$ cat config.mk
export PLATFORM = sky130hd
export DESIGN_NAME = fp_add_arbiter_flat
export DESIGN_NICKNAME = d
export VERILOG_FILES = /design/src/rtl/fft_pkg.sv /design/src/rtl/fp_add_arbiter_if.sv /design/src/rtl/rr_arbiter.sv /design/src/rtl/fp_add_arbiter.sv /design/src/flat_wrapper.sv
export SDC_FILE = /design/constraint.sdc
export NUM_CORES = 1
export LEC_CHECK = 0
export CAP_MARGIN = 20
export CORE_AREA = 3 3 306 308
export DETAILED_ROUTE_END_ITERATION = 7
export DIE_AREA = 0 0 309 311
export PLACE_DENSITY = 0.44
export SKIP_CTS_REPAIR_TIMING = 1
export SYNTH_ARGS = -nofsm -noshare
export SYNTH_HDL_FRONTEND = slang
export SYNTH_SLANG_ARGS = --single-unit
$ cat constraint.sdc
create_clock -name clk -period 5.8 [get_ports clk]
set_input_delay 0.58 -clock clk [delete_from_list [all_inputs] [get_ports clk]]
set_output_delay 0.58 -clock clk [all_outputs]
set_load 0.01 [all_outputs]
$ cat src/rtl/fft_pkg.sv
// Shared constants and FSM state type for the double-adder request arbiter.
package fft_pkg;
  localparam int NREQ = 4;
  localparam int W    = 64;
  localparam int IDW  = (NREQ > 1) ? $clog2(NREQ) : 1;

  typedef enum logic [1:0] {
    IDLE,
    SEND,
    WAIT_Z,
    RESP
  } state_t;
endpackage

$ cat src/rtl/fp_add_arbiter_if.sv
// Requester, adder and response signals shared between the arbiter and its environment.
interface fp_add_arbiter_if #(
  parameter int NREQ = fft_pkg::NREQ,
  parameter int W    = fft_pkg::W
);
  localparam int IDW = (NREQ > 1) ? $clog2(NREQ) : 1;

  logic [NREQ-1:0]   req_valid;
  logic [NREQ*W-1:0] req_a;
  logic [NREQ*W-1:0] req_b;
  logic [NREQ-1:0]   req_ready;

  logic [W-1:0]      add_a;
  logic [W-1:0]      add_b;
  logic              add_a_stb;
  logic              add_b_stb;
  logic              add_a_ack;
  logic              add_b_ack;
  logic [W-1:0]      add_z;
  logic              add_z_stb;
  logic              add_z_ack;

  logic              rsp_valid;
  logic [IDW-1:0]    rsp_id;
  logic [W-1:0]      rsp_data;
  logic              rsp_ready;

  modport slave (
    input  req_valid, req_a, req_b, add_a_ack, add_b_ack, add_z, add_z_stb, rsp_ready,
    output req_ready, add_a, add_b, add_a_stb, add_b_stb, add_z_ack, rsp_valid, rsp_id, rsp_data
  );

  modport master (
    output req_valid, req_a, req_b, add_a_ack, add_b_ack, add_z, add_z_stb, rsp_ready,
    input  req_ready, add_a, add_b, add_a_stb, add_b_stb, add_z_ack, rsp_valid, rsp_id, rsp_data
  );
endinterface

$ cat src/rtl/rr_arbiter.sv
// Round-robin pick: first asserted request at or after ptr, wrapping modulo NREQ.
module rr_arbiter #(
  parameter int NREQ = fft_pkg::NREQ,
  parameter int IDW  = fft_pkg::IDW
) (
  input  logic [NREQ-1:0] req,
  input  logic [IDW-1:0]  ptr,
  output logic [NREQ-1:0] grant,
  output logic [IDW-1:0]  idx
);
  import fft_pkg::*;

  always_comb begin
    logic           hit;
    logic [IDW-1:0] j;
    hit   = 1'b0;
    j     = '0;
    grant = '0;
    idx   = '0;
    for (int unsigned k = 0; k < NREQ; k++) begin
      j = IDW'((32'(ptr) + k) % 32'(NREQ));
      if (!hit && req[j]) begin
        hit      = 1'b1;
        grant[j] = 1'b1;
        idx      = j;
      end
    end
  end
endmodule

$ cat src/rtl/fp_add_arbiter.sv
// Shares one double_adder among NREQ requesters; one addition in flight at a time.
module fp_add_arbiter #(
  parameter int NREQ = fft_pkg::NREQ,
  parameter int W    = fft_pkg::W
) (
  input logic             clk,
  input logic             reset,
  fp_add_arbiter_if.slave bus
);
  import fft_pkg::*;

  localparam int ID_W = (NREQ > 1) ? $clog2(NREQ) : 1;

  state_t          state;
  logic [ID_W-1:0] rr_ptr;
  logic [ID_W-1:0] gnt_idx;
  logic [ID_W-1:0] next_ptr;
  logic [NREQ-1:0] gnt;
  logic [W-1:0]    sel_a;
  logic [W-1:0]    sel_b;

  rr_arbiter #(.NREQ(NREQ), .IDW(ID_W)) u_rr (
    .req   (bus.req_valid),
    .ptr   (rr_ptr),
    .grant (gnt),
    .idx   (gnt_idx)
  );

  always_comb begin
    sel_a = '0;
    sel_b = '0;
    for (int unsigned k = 0; k < NREQ; k++) begin
      if (gnt[k]) begin
        sel_a = bus.req_a[k*W +: W];
        sel_b = bus.req_b[k*W +: W];
      end
    end
  end

  assign next_ptr = (gnt_idx == ID_W'(NREQ - 1)) ? '0 : gnt_idx + 1'b1;

  // Grant pulse is combinational; held low while reset is asserted.
  always_comb begin
    bus.req_ready = '0;
    if (state == IDLE && !reset) bus.req_ready = gnt;
  end

  always_ff @(posedge clk or posedge reset) begin
    if (reset) begin
      state         <= IDLE;
      rr_ptr        <= '0;
      bus.add_a     <= '0;
      bus.add_b     <= '0;
      bus.add_a_stb <= 1'b0;
      bus.add_b_stb <= 1'b0;
      bus.add_z_ack <= 1'b0;
      bus.rsp_valid <= 1'b0;
      bus.rsp_id    <= '0;
      bus.rsp_data  <= '0;
    end else begin
      case (state)
        IDLE: begin
          if (|bus.req_valid) begin
            bus.add_a     <= sel_a;
            bus.add_b     <= sel_b;
            bus.rsp_id    <= gnt_idx;
            rr_ptr        <= next_ptr;
            bus.add_a_stb <= 1'b1;
            bus.add_b_stb <= 1'b1;
            state         <= SEND;
          end
        end
        SEND: begin
          // Each operand strobe retires on its own ack; leave once neither is pending.
          if (bus.add_a_ack) bus.add_a_stb <= 1'b0;
          if (bus.add_b_ack) bus.add_b_stb <= 1'b0;
          if ((!bus.add_a_stb || bus.add_a_ack) && (!bus.add_b_stb || bus.add_b_ack)) begin
            bus.add_z_ack <= 1'b1;
            state         <= WAIT_Z;
          end
        end
        WAIT_Z: begin
          if (bus.add_z_stb) begin
            bus.rsp_data  <= bus.add_z;
            bus.add_z_ack <= 1'b0;
            bus.rsp_valid <= 1'b1;
            state         <= RESP;
          end
        end
        RESP: begin
          if (bus.rsp_ready) begin
            bus.rsp_valid <= 1'b0;
            state         <= IDLE;
          end
        end
        default: state <= IDLE;
      endcase
    end
  end
endmodule

$ cat src/flat_wrapper.sv
// flat-port wrapper written by rule: the top's interface ports become plain ports
module fp_add_arbiter_flat import fft_pkg::*;
#(
  parameter int NREQ = fft_pkg::NREQ,
  parameter int W    = fft_pkg::W
)
  (clk, reset, bus_req_valid, bus_req_a, bus_req_b, bus_add_a_ack, bus_add_b_ack, bus_add_z, bus_add_z_stb, bus_rsp_ready, bus_req_ready, bus_add_a, bus_add_b, bus_add_a_stb, bus_add_b_stb, bus_add_z_ack, bus_rsp_valid, bus_rsp_id, bus_rsp_data);
  fp_add_arbiter_if #(.NREQ(NREQ), .W(W)) bus_i ();
  input logic clk;
  input logic reset;
  input wire logic [$bits(bus_i.req_valid)-1:0] bus_req_valid;
  input wire logic [$bits(bus_i.req_a)-1:0] bus_req_a;
  input wire logic [$bits(bus_i.req_b)-1:0] bus_req_b;
  input wire logic [$bits(bus_i.add_a_ack)-1:0] bus_add_a_ack;
  input wire logic [$bits(bus_i.add_b_ack)-1:0] bus_add_b_ack;
  input wire logic [$bits(bus_i.add_z)-1:0] bus_add_z;
  input wire logic [$bits(bus_i.add_z_stb)-1:0] bus_add_z_stb;
  input wire logic [$bits(bus_i.rsp_ready)-1:0] bus_rsp_ready;
  output wire logic [$bits(bus_i.req_ready)-1:0] bus_req_ready;
  output wire logic [$bits(bus_i.add_a)-1:0] bus_add_a;
  output wire logic [$bits(bus_i.add_b)-1:0] bus_add_b;
  output wire logic [$bits(bus_i.add_a_stb)-1:0] bus_add_a_stb;
  output wire logic [$bits(bus_i.add_b_stb)-1:0] bus_add_b_stb;
  output wire logic [$bits(bus_i.add_z_ack)-1:0] bus_add_z_ack;
  output wire logic [$bits(bus_i.rsp_valid)-1:0] bus_rsp_valid;
  output wire logic [$bits(bus_i.rsp_id)-1:0] bus_rsp_id;
  output wire logic [$bits(bus_i.rsp_data)-1:0] bus_rsp_data;
  assign bus_i.req_valid = bus_req_valid;
  assign bus_i.req_a = bus_req_a;
  assign bus_i.req_b = bus_req_b;
  assign bus_i.add_a_ack = bus_add_a_ack;
  assign bus_i.add_b_ack = bus_add_b_ack;
  assign bus_i.add_z = bus_add_z;
  assign bus_i.add_z_stb = bus_add_z_stb;
  assign bus_i.rsp_ready = bus_rsp_ready;
  assign bus_req_ready = bus_i.req_ready;
  assign bus_add_a = bus_i.add_a;
  assign bus_add_b = bus_i.add_b;
  assign bus_add_a_stb = bus_i.add_a_stb;
  assign bus_add_b_stb = bus_i.add_b_stb;
  assign bus_add_z_ack = bus_i.add_z_ack;
  assign bus_rsp_valid = bus_i.rsp_valid;
  assign bus_rsp_id = bus_i.rsp_id;
  assign bus_rsp_data = bus_i.rsp_data;
  fp_add_arbiter #(.NREQ(NREQ), .W(W)) u_core (.clk(clk), .reset(reset), .bus(bus_i));
endmodule
# Word level (Yosys, flattened, before mapping)
# Index checks and enable logic that the tools add are counted.
op_classes:
  reduce_logical: 29
  muxes: 53
  addsub: 4
  n_eq_ne: 10
  magnitude_cmp: 8
  n_bitwise: 3
op_table:
  columns: ["op", "count"]
  rows:
  - ["$mux 64", 8]
  - ["$mux 4", 5]
  - ["$mux 1", 18]
  - ["$mux 2", 9]
  - ["$lt 2x3->1 const B", 4]
  - ["$or 4x4->4", 3]
  - ["$reduce_and 3->1", 4]
  - ["$ne 2x2->1 const B", 5]
  - ["$logic_and 1x1->1", 9]
  - ["$bmux 1 s2", 4]
  - ["$demux 1 s2", 4]
  - ["$ge 2x1->1 const B", 4]
  - ["$pmux 1 s2", 4]
  - ["$pmux 2 s4", 1]
  - ["$eq 2x2->1 const B", 3]
  - ["$logic_not 1->1", 6]
  - ["$reduce_bool 2->1", 3]
  - ["$add 2x1->2 const B", 2]
  - ["$add 2x2->2 const B", 2]
  - ["$reduce_and 2->1", 2]
  - ["$reduce_and 4->1", 1]
  - ["$reduce_or 4->1", 1]
  - ["$eq 2x1->1 const B", 1]
  - ["$logic_not 2->1", 1]
  - ["2 further kinds", 3]
totals:
  elab_cells: 117
  regBits: 202
  in_bits: 586
  output_inout_bits: 202

# Logic depth before layout (Yosys ltp)
# Gate-level depths: netlist of the first run.
logic_depth:
  depth_word: 16
  depth_mapped: 14
  mapped_depth_nobuf: 8

# Modules after synthesis
# Synthesis of the first run repeated with hierarchy kept, for this count alone.
unflattened:
  cells_unflattened: 994
  area_unflattened_um2: 10482.6
modules_own_cells:
  columns: ["mod", "area_per_inst_um2", "instances", "cells_per_inst", "seq_area_each_um2"]
  rows:
  - ["fp_add_arbiter", 10078.4, 1, 946, 5054.8]
  - ["rr_arbiter", 404.1, 1, 48, 0.0]

# Worst setup path before layout of the first run
# No wires, ideal clock.
synth_timing:
  path_type: "input -> output"
  from: "input reset"
  to: "output bus_req_ready[0]"
  required_time_ps: 5220
  path_buffers: 0
  path_slack_ps: -522
  cell_stages: 3
  arrival_time_ps: 5742
  path_cell_list: "inv_1 nand2_1 a21oi_1"
synth_between:
  elab_chain_cells: 3
synth_lines:
  columns: ["element", "line_no", "rtl"]
  rows:
  - ["start, declared", "flat_wrapper.sv:10", "input logic reset;"]
  - ["$logic_not 1->1", "fp_add_arbiter.sv:45", "if (state == IDLE && !reset) bus.req_ready = gnt;"]
  - ["$logic_and 1x1->1", "fp_add_arbiter.sv:45", null]
  - ["$mux 4", "fp_add_arbiter.sv:45", null]
  - ["end, declared", "flat_wrapper.sv:19", "output wire logic [$bits(bus_i.req_ready)-1:0] bus_req_ready;"]
# No other way between the ends.

==> results of run 1 <==
[critical path, cell delays in order, from the launching register on]
cell and delay, ps:
dfrtp_1 860, inv_1 200, ha_1 530, mux4_2 470
nor4b_4 590, and2_4 290, or2_4 140, nor2b_1 140
clkdlybuf4s50_1 610
[synthesized netlist by cell type (2+ instances only)]
cell	count	area share [%]
nor3_1	216	7.6
dfrtp_1	202	35
a2111oi_2	141	15
inv_1	137	3.6
nand2b_1	136	6.0
o22ai_1	132	5.8
a2111oi_0	112	6.9
clkbuf_1	87	2.3
mux2_2	66	5.2
buf_2	60	2.1
nor3_2	40	2.8
buf_4	22	1.2
nand2_1	22	0.58
ha_1	11	0.96
a21oi_1	8	0.28
buf_6	8	0.63
nor2b_1	6	0.26
o21ai_0	6	0.21
nor2_1	5	0.13
a2111oi_1	4	0.28
clkbuf_2	4	0.14
mux2i_1	4	0.28
mux4_2	4	0.63
a22o_1	3	0.18
buf_1	3	0.079
a2bb2oi_1	2	0.12
and3_1	2	0.088
nand3b_1	2	0.11
nor3b_1	2	0.11
[through the flow]
| step | setup slack (ps) | area, sq um | utilization, % | instances |
|---|---|---|---|---|
| floorplan | 1120 | 14300 | - | 1465 |
| global placement | 717 | 23200 | 25.4 | 3286 |
| detailed placement | 1240 | 23300 | 25.5 | 3291 |
| CTS | 736 | 24400 | 26.7 | 3347 |
| global route | 553 | 24400 | 26.7 | 3354 |
| finish | 815 | 24400 | 26.7 | 3361 |
[kinds of logic (layout without fill, tap and decap cells)]
| kind of cell | Yosys count | count (layout) | synth area share (%) |
|---|---|---|---|
| xor+xnor | 2 | 2 | 0.123 |
| simple gates | 437 | 437 | 18.0 |
| buf+inv | 321 | 1017 | 10.0 |
| other cells | 0 | 14 | 0 |
| mux | 74 | 74 | 6.12 |
| flops | 202 | 202 | 35.4 |
| fa+ha+maj | 11 | 11 | 0.965 |
| compound gates | 418 | 418 | 29.3 |
[routing by layer]
metal  global-route usage [%]  wire length (microns)
met1                     20.6                  34700
met3                     4.19                   5870
met2                     28.4                  41100
met5                        0                    132
met4                     3.97                   1900
[power by group through the flow]
| stage | Combinational [mW] | Clock (mW) | Sequential, mW |
|---|---|---|---|
| 3_5_place_dp | 9.12 | 0 | 2.71 |
| 5_1_grt | 9.65 | 2.21 | 2.78 |
| 2_1_floorplan | 4.99 | 0 | 2.88 |
| 3_3_place_gp | 9.02 | 0 | 2.70 |
| 6_report | 9.04 | 2.08 | 2.70 |
| 4_1_cts | 9.14 | 2.17 | 2.70 |
[state kept, by name, summed over array words and instances, names as in the netlist, named ones only]
register / cells
u_core.bus.add_a: 64
u_core.bus.add_b: 64
u_core.bus.rsp_data: 64
u_core.bus.rsp_id: 2
u_core.state: 2
u_core.bus.add_a_stb: 1
u_core.bus.add_b_stb: 1
u_core.bus.add_z_ack: 1
u_core.bus.rsp_valid: 1
u_core.rr_ptr: 1
[placed cells by master (no fill, tap or decap), types with 8 or more instances in the layout]
cell               n
clkdlybuf4s50_1  787
nor3_1           216
dfrtp_1          202
a2111oi_2        141
inv_1            136
nand2b_1         136
o22ai_1          132
a2111oi_0        107
mux2_2            66
nor3_2            40
clkbuf_16         30
nand2_1           21
buf_4             18
diode_2           14
buf_12            14
ha_1              11
a2111oi_1          9
clkbuf_8           8
[final cells by class]
type | count | area (sq um)
fillers | 9790 | 67000
repair buffers | 824 | 8330
multi-input cells | 942 | 7880
flip-flops and latches | 202 | 5050
well taps | 1186 | 1480
clock buffers | 39 | 865
inverters | 137 | 518
clock inverters | 17 | 235
diodes | 14 | 35.0
[how the worst min path moves through the flow]
| stage | end | slack (ps) | from |
|---|---|---|---|
| after detailed placement | u_core.bus.rsp_data[18] | 490 | u_core.bus.rsp_data[18] |
| final | u_core.bus.rsp_data[2] | 500 | u_core.bus.rsp_data[2] |
| after CTS | u_core.bus.rsp_data[11] | 510 | u_core.bus.rsp_data[11] |
| after floorplan | u_core.bus.rsp_id[0] | 510 | u_core.bus.rsp_id[0] |
| after global placement | u_core.bus.rsp_data[11] | 490 | u_core.bus.rsp_data[11] |
| after global routing | u_core.bus.rsp_data[11] | 510 | u_core.bus.rsp_data[11] |
==> flow_summary_export.csv, run 1 <==
group,metric,value,unit
cells_and_area,fin_nets,2734,
cells_and_area,area_delta_synth_final,71.1,%
sta,relSlewSlack,20.4,%
synthesis,syn_area,14300,sq um
clocking,tritoncts,"built",
floorplanning,die_h,311,microns
routing,drc,0,
worst_setup_path,cp.required,5220,ps
floorplanning,die_area,96100,sq um
clocking,clk_path_buf_depth,3,
synthesis,synth_flop_cell,"dfrtp_1",
sta,tns,0,ps
worst_setup_path,r2r_slack,1130,ps
sta,finalClockSkew,33.5,ps
global_route,grt-ovfl-total,0,
sta,fmax,0.201,GHz
worst_setup_path,critPathKind,"reg2out",
place,gp_congestion,0.882,
global_route,grt_usage,16.5,%
power_and_ir_drop,combPwrFrac,65.4,%
clocking,cts_inserted_buffers,30,
power_and_ir_drop,p_per_area,566,nW/um^2
routing,drt-total-wl,83800,microns
cells_and_area,drive_above_1_share,16.5,%
worst_setup_path,r2r-end,"u_core.bus.add_a[22]",
routing,drt_iter0_drc,1278,
routing,dr.pass1.iters,5,
sta,worst_pin_slew,1190,ps
worst_setup_path,start_kind,"flip-flop",
worst_setup_path,worst_ep_arrival_time,4410,ps
sta,hold_viol,0,
floorplanning,die_width,309,microns
routing,wl_per_cell,24.9,microns
sta,period_share,85.9,%
synthesis,ys_seq_area_share,35.4,%
place,portBuffers,787,
clocking,clkSlewWorstSetupHoldPaths,60,ps
worst_setup_path,crit_path_max_fanout,24,
floorplanning,start_util,15.6,%
synthesis,async_reset_ff_share,100,%
global_route,grt_max_degree,145,
synthesis,ys_types,47,
global_route,antenna_found_initial,25,
worst_setup_path,r2r_cells,10,
worst_hold_path,min_path_cells,1,
power_and_ir_drop,power,13.8,mW
power_and_ir_drop,seqPwrFrac,19.5,%
worst_setup_path,setup.worst_path.end,"bus_req_ready[1]",
clocking,root_buffer,"clkbuf_16",
clocking,clock_sinks,202,
synthesis,syn-num-nets,2062,
power_and_ir_drop,power.share.clock,15.0,%
synthesis,synth_warnings,0,
floorplanning,fp-row-count,111,
power_and_ir_drop,p_switching,6.65,mW
flow_run,max_cap_violations,0,
sta,setup_viol_count_final,0,
routing,via_count,15400,
floorplanning,io_pins,788,
power_and_ir_drop,power.internal,7.16,mW
clocking,h-tree-depth,1,
global_route,grt_pass1_wl,119000,microns
synthesis,synth_edf_count,0,
power_and_ir_drop,switching_share,48.2,%
global_route,grt_pass1_vias,16200,
worst_hold_path,hold_class,"reg2reg",
run_status,status,"completed",
place,dp_hpwl,61400,microns
synthesis,synthCells,1465,
clocking,clk-insertion-delay-late,620,ps
worst_setup_path,end_kind,"output pin",
floorplanning,core-area,91400,sq um
sta,slew_violations,0,
routing,via_per_inst,4.58,
routing,ant_nets,0,
sta,whs,502,ps
sta,rsz0062_at_grt,"no",
power_and_ir_drop,power.leakage,8.41,nW
synthesis,ys_ff_latch,202,
sta,finalCriticalPeriod,4990,ps
power_and_ir_drop,max-vdd-ir-drop,0.000588,V
synthesis,synth_area_per_cell,9.74,sq um
Power figures use the tool's default switching activity.
==> run 2, diff against run 1 <==
--- a/config.mk
+++ b/config.mk
@@ -6,11 +6,12 @@
 export NUM_CORES = 1
 export LEC_CHECK = 0
 export CAP_MARGIN = 20
-export CORE_AREA = 3 3 306 308
+export CORE_AREA = 3 3 308 310
 export DETAILED_ROUTE_END_ITERATION = 7
-export DIE_AREA = 0 0 309 311
-export PLACE_DENSITY = 0.44
+export DIE_AREA = 0 0 311 313
+export PLACE_DENSITY = 0.39
 export SKIP_CTS_REPAIR_TIMING = 1
 export SYNTH_ARGS = -nofsm -noshare
 export SYNTH_HDL_FRONTEND = slang
+export SYNTH_HIERARCHICAL = 1
 export SYNTH_SLANG_ARGS = --single-unit
==> flow_summary_export.csv, run 2 <==
group,metric,value,unit
synthesis,synth_area_per_cell,10.5,sq um
power_and_ir_drop,combPwrFrac,63.8,%
synthesis,ys_types,40,
synthesis,synth_area_leaders,"dfrtp_1 48%, a221oi_1 11%, o31ai_1 9.3%",
worst_setup_path,crit_path_max_fanout,39,
worst_setup_path,critPathBufInv,3,
clocking,clk_path_buf_depth,3,
synthesis,synth_flop_cell,"dfrtp_1",
clocking,h-tree-depth,1,
power_and_ir_drop,switching_share,45.2,%
routing,drc,0,
worst_setup_path,r2r_start,"u_core/rr_ptr[0]",
clocking,clock_sinks,202,
clocking,root_buffer,"clkbuf_16",
routing,wl_per_cell,21.1,microns
worst_setup_path,critPathSlowestCell,"dfrtp_1",
worst_setup_path,crit_chain,"inv_1, ha_1, mux4_2, nor2b_1, a22oi_1, o21ai_0, inv_4, nor3_1, clkdlybuf4s50_1",
worst_setup_path,r2r-end,"u_core/bus.add_a[0]",
synthesis,synth_most_common_cell,"dfrtp_1",
synthesis,synthTopCellsByCount,"202 x dfrtp_1, 134 x nand2_1, 130 x o31ai_1",
synthesis,async_reset_ff_share,100,%
global_route,grt_pass1_wl,90200,microns
synthesis,synthAdderAreaFrac,1.31,%
cells_and_area,final_common_cell,"clkdlybuf4s50_1",
worst_setup_path,start_kind,"flip-flop",
synthesis,synth_edf_count,0,
worst_setup_path,cp_top_family,"buffers and inverters",
floorplanning,start_util,11.4,%
synthesis,synth_area_leader_cell,"dfrtp_1",
cells_and_area,layout_common_cells,"787 x clkdlybuf4s50_1, 202 x dfrtp_1, 134 x nand2_1, 130 x o31ai_1, 129 x o22ai_1",
floorplanning,core-area,91900,sq um
power_and_ir_drop,seqPwrFrac,21.3,%
floorplanning,die_h,313,microns
global_route,antenna_found_initial,2,
synthesis,synth_warnings,6,
power_and_ir_drop,power.leakage,7.68,nW
sta,tns,0,ps
power_and_ir_drop,power.internal,6.61,mW
worst_setup_path,cp_slowest_stage_delay,710,ps
sta,relSlewSlack,38.9,%
worst_setup_path,r2r_slack,1470,ps
sta,fmax,0.201,GHz
sta,rsz0062_at_grt,"no",
worst_setup_path,critPathKind,"reg2out",
worst_setup_path,worst_ep_arrival_time,4390,ps
global_route,grt_usage,12.2,%
global_route,grt-ovfl-total,0,
synthesis,synthCells,994,
run_status,status,"completed",
cells_and_area,finalInstanceArea,20600,sq um
place,dp_hpwl,47800,microns
worst_setup_path,cp.depth,9,
cells_and_area,area_delta_synth_final,96.5,%
clocking,cts_inserted_buffers,29,
sta,slew_violations,0,
cells_and_area,fin_nets,2320,
cells_and_area,top_regs,"u_core/bus.add_a x64, u_core/bus.add_b x64, u_core/bus.rsp_data x64",
power_and_ir_drop,p_switching,5.46,mW
sta,hold_viol,0,
routing,ant_nets,0,
clocking,clkSlewWorstSetupHoldPaths,60,ps
synthesis,ys_seq_area_share,48.2,%
synthesis,synth_compound_area_share,29.7,%
flow_run,max_cap_violations,0,
synthesis,ys_ff_latch,202,
synthesis,synthXorXnorAreaFrac,0,%
floorplanning,die_area,97300,sq um
floorplanning,io_pins,788,
sta,finalCriticalPeriod,4970,ps
global_route,grt_max_degree,128,
routing,dr.pass1.iters,5,
synthesis,syn_area,10500,sq um
clocking,tritoncts,"built",
sta,finalClockSkew,10.4,ps
synthesis,synth_top_area_share,48.2,%
global_route,grt_pass1_vias,12500,
sta,worst_pin_slew,917,ps
cells_and_area,drive_above_1_share,8.37,%
worst_setup_path,end_kind,"output pin",
place,gp_congestion,0.872,
sta,setup_ws,832,ps
synthesis,synth_top_family_by_area,"compound AO/OA/AOI/OAI gates",
worst_setup_path,cp.required,5220,ps
sta,setup_viol_count_final,0,
floorplanning,die_width,311,microns
power_and_ir_drop,power.share.clock,14.9,%
routing,via_count,11800,
synthesis,syn-num-nets,1591,
clocking,clk-insertion-delay-late,590,ps
power_and_ir_drop,p_per_area,586,nW/um^2
synthesis,synthMuxAreaShare,8.26,%
place,place_area,19700,sq um
routing,via_per_inst,3.96,
floorplanning,fp-row-count,111,
power_and_ir_drop,max-vdd-ir-drop,0.000426,V
power_and_ir_drop,power,12.1,mW
sta,whs,471,ps
routing,drt_iter0_drc,695,
sta,period_share,85.7,%
routing,drt-total-wl,63000,microns
synthesis,yosys.area_share.simple,6.88,%
worst_setup_path,r2r_cells,10,
worst_hold_path,hold_class,"in2async",
place,place_ws,1330,ps
place,portBuffers,787,
==> run 2: layout make-up <==
cell class / instances / area, sq um
fill: 9972 / 71300
timing repair buffer: 808 / 8120
sequential: 202 / 5050
multi-input combinational: 671 / 4870
tap: 1243 / 1560
clock buffer: 44 / 862
clock inverter: 8 / 82.6
inverter: 11 / 47.5
antenna: 1 / 2.50
==> run 2: how the worst max path moves through the flow <==
| stage | start | endpoint | slack [ps] |
|---|---|---|---|
| final | u_core/rr_ptr[0] | bus_req_ready[3] | 830 |
| after global routing | u_core/rr_ptr[0] | bus_req_ready[3] | 500 |
| after CTS | u_core/rr_ptr[0] | bus_req_ready[3] | 770 |
| after detailed placement | bus_req_valid[3] | u_core/bus.add_a[0] | 1330 |
| after global placement | bus_req_valid[1] | u_core/bus.add_a[62] | 1360 |
| after floorplan | reset | bus_req_ready[0] | 990 |
==> run 2: power by group through the flow <==
stage          Sequential (mW)  Clock, mW  Combinational, mW
3_3_place_gp              2.58          0               7.78
5_1_grt                   2.66       1.93               8.40
6_report                  2.57       1.80               7.70
3_5_place_dp              2.59          0               7.89
2_1_floorplan             2.79          0               4.04
4_1_cts                   2.58       1.90               7.90
==> run 2: cells by family (layout without fill, tap and decap cells) <==
group / Yosys count / after routing
AO/OA/AOI/OAI: 419 / 419
AND/OR/NAND/NOR: 168 / 168
adder cells (fa/ha/maj): 11 / 11
flip-flops: 202 / 202
buffers and inverters: 121 / 871
multiplexers: 73 / 73
other: 0 / 1
==> run 2: stage by stage <==
step	std cells	util [%]
CTS	2987	22.4
finish	2988	22.4
detailed placement	2935	21.4
global placement	2934	21.4
floorplan	994	-
global route	2987	22.4
==> run 2: layer usage <==
layer,part of all wire [%],global-route usage [%],up-vias
li1,-,-,5434
met1,38,13.9,5726
met2,53,22.8,597
met3,6.9,2.80,64
met4,2.6,3.16,2
met5,0.021,0,-
==> run 2: worst reg2reg max path: cells and delay by family (launching register included) <==
family          cells  cell delay [ps]
simple gates        2             1030
flops               1              710
fa+ha+maj           1              400
compound gates      4             1000
mux                 1              440
buf+inv             2              650
==> run 3, diff against run 2 <==
--- a/config.mk
+++ b/config.mk
@@ -7,6 +7,7 @@
 export LEC_CHECK = 0
 export CAP_MARGIN = 20
 export CORE_AREA = 3 3 308 310
+export CTS_CLUSTER_DIAMETER = 50
 export DETAILED_ROUTE_END_ITERATION = 7
 export DIE_AREA = 0 0 311 313
 export PLACE_DENSITY = 0.39
==> flow_summary_export.csv, run 3 (synthesis gave the netlist of run 2 again) <==
group,metric,value,unit
routing,drt-total-wl,63400,microns
routing,via_count,12000,
clocking,tritoncts,"built",
worst_setup_path,critPathBufInv,3,
power_and_ir_drop,p_per_area,616,nW/um^2
global_route,grt-ovfl-total,0,
cells_and_area,area_delta_synth_final,103,%
sta,period_share,85.5,%
clocking,clkSlewWorstSetupHoldPaths,40,ps
routing,ant_nets,0,
routing,drt_iter0_drc,684,
sta,worst_pin_slew,922,ps
floorplanning,start_util,11.4,%
worst_setup_path,start_kind,"flip-flop",
floorplanning,die_area,97300,sq um
sta,rsz0062_at_grt,"no",
floorplanning,core-area,91900,sq um
place,dp_hpwl,47800,microns
sta,slew_violations,0,
cells_and_area,fin_nets,2339,
cells_and_area,layout_common_cells,"787 x clkdlybuf4s50_1, 202 x dfrtp_1, 134 x nand2_1, 130 x o31ai_1, 129 x o22ai_1",
worst_setup_path,cp_slowest_stage_delay,690,ps
worst_setup_path,critPathKind,"reg2out",
cells_and_area,final_common_cell,"clkdlybuf4s50_1",
power_and_ir_drop,power,13.1,mW
cells_and_area,top_regs,"u_core/bus.add_a x64, u_core/bus.add_b x64, u_core/bus.rsp_data x64",
sta,setup_viol_count_final,0,
floorplanning,io_pins,788,
sta,finalCriticalPeriod,4960,ps
worst_setup_path,crit_start,"u_core/rr_ptr[0]",
worst_setup_path,worst_ep_arrival_time,4380,ps
sta,relSlewSlack,38.5,%
clocking,root_buffer,"clkbuf_16",
place,gp_congestion,0.872,
routing,wl_per_cell,21.0,microns
power_and_ir_drop,power.leakage,8.01,nW
routing,via_per_inst,3.97,
worst_setup_path,crit_path_max_fanout,39,
clocking,clk_path_buf_depth,3,
worst_setup_path,cp_top_family,"buffers and inverters",
floorplanning,die_width,311,microns
worst_hold_path,min-delay-start,"u_core/bus.add_b[56]",
clocking,h-tree-depth,2,
worst_setup_path,r2r_start,"u_core/rr_ptr[0]",
clocking,clk-insertion-delay-late,580,ps
global_route,grt_usage,12.4,%
clocking,cts_inserted_buffers,48,
worst_setup_path,cp.required,5220,ps
sta,fmax,0.202,GHz
routing,dr.pass1.iters,5,
sta,tns,0,ps
worst_hold_path,hold_class,"reg2reg",
global_route,grt_pass1_vias,12700,
worst_setup_path,crit_chain,"inv_1, ha_1, mux4_2, nor2b_1, a22oi_1, o21ai_0, inv_4, nor3_1, clkdlybuf4s50_1",
global_route,grt_max_degree,128,
sta,finalClockSkew,17.0,ps
worst_setup_path,critPathSlowestCell,"dfrtp_1",
floorplanning,fp-row-count,111,
sta,whs,469,ps
flow_run,max_cap_violations,0,
place,portBuffers,787,
worst_setup_path,end_kind,"output pin",
floorplanning,die_h,313,microns
run_status,status,"completed",
cells_and_area,drive_above_1_share,10.3,%
global_route,grt_pass1_wl,90700,microns
power_and_ir_drop,max-vdd-ir-drop,0.000350,V
clocking,clock_sinks,202,
sta,hold_viol,0,
routing,drc,0,
global_route,antenna_found_initial,3,
[run 3: layout make-up]
class,count,area (sq um)
timing repair buffer,808,8120
tap,1243,1560
inverter,11,47.5
sequential,202,5050
fill,9926,70600
multi-input combinational,671,4870
antenna,1,2.50
clock inverter,30,405
clock buffer,56,1270
[run 3: final timing paths]
kind,to,cells past startpoint,slack [ps]
max,bus_req_ready[3],9,840
min,u_core/bus.add_b[56],2,470
max reg2reg,u_core/bus.add_a[0],10,1500
min reg2reg,u_core/bus.add_b[56],2,470
max in group asynchronous,u_core/bus.add_b[48],3,4020
min in group asynchronous,u_core/bus.rsp_id[1],2,480
[run 3: layer usage]
metal / vias up / wire [microns] / global-route usage (%)
met5: - / 27 / 0
met4: 4 / 1540 / 3.74
met3: 84 / 4810 / 3.50
met2: 606 / 33100 / 22.8
met1: 5818 / 23900 / 13.9
li1: 5480 / - / -
[run 3: worst min-delay path: cells and delay by family, from the launching register on]
kind               cells  cell delay [ps]
and+or+nand+nor        1               50
AOI/OAI and AO/OA      1               50
DFF                    1              330
[run 3: where the power goes]
part	switching, mW	total [mW]	internal [mW]	leakage, nW
Sequential	0.447	2.57	2.13	2.48
Clock	0.941	2.86	1.92	0.796
Combinational	4.28	7.71	3.43	4.74
[run 3: through the flow]
step	utilization, %	cells	cell area [sq um]	setup WS, ps
2_1_floorplan	-	994	10500	989
3_3_place_gp	21.4	2934	19600	1360
3_5_place_dp	21.4	2935	19700	1330
4_1_cts	23.2	3021	21300	798
5_1_grt	23.2	3021	21300	510
6_report	23.2	3022	21300	843
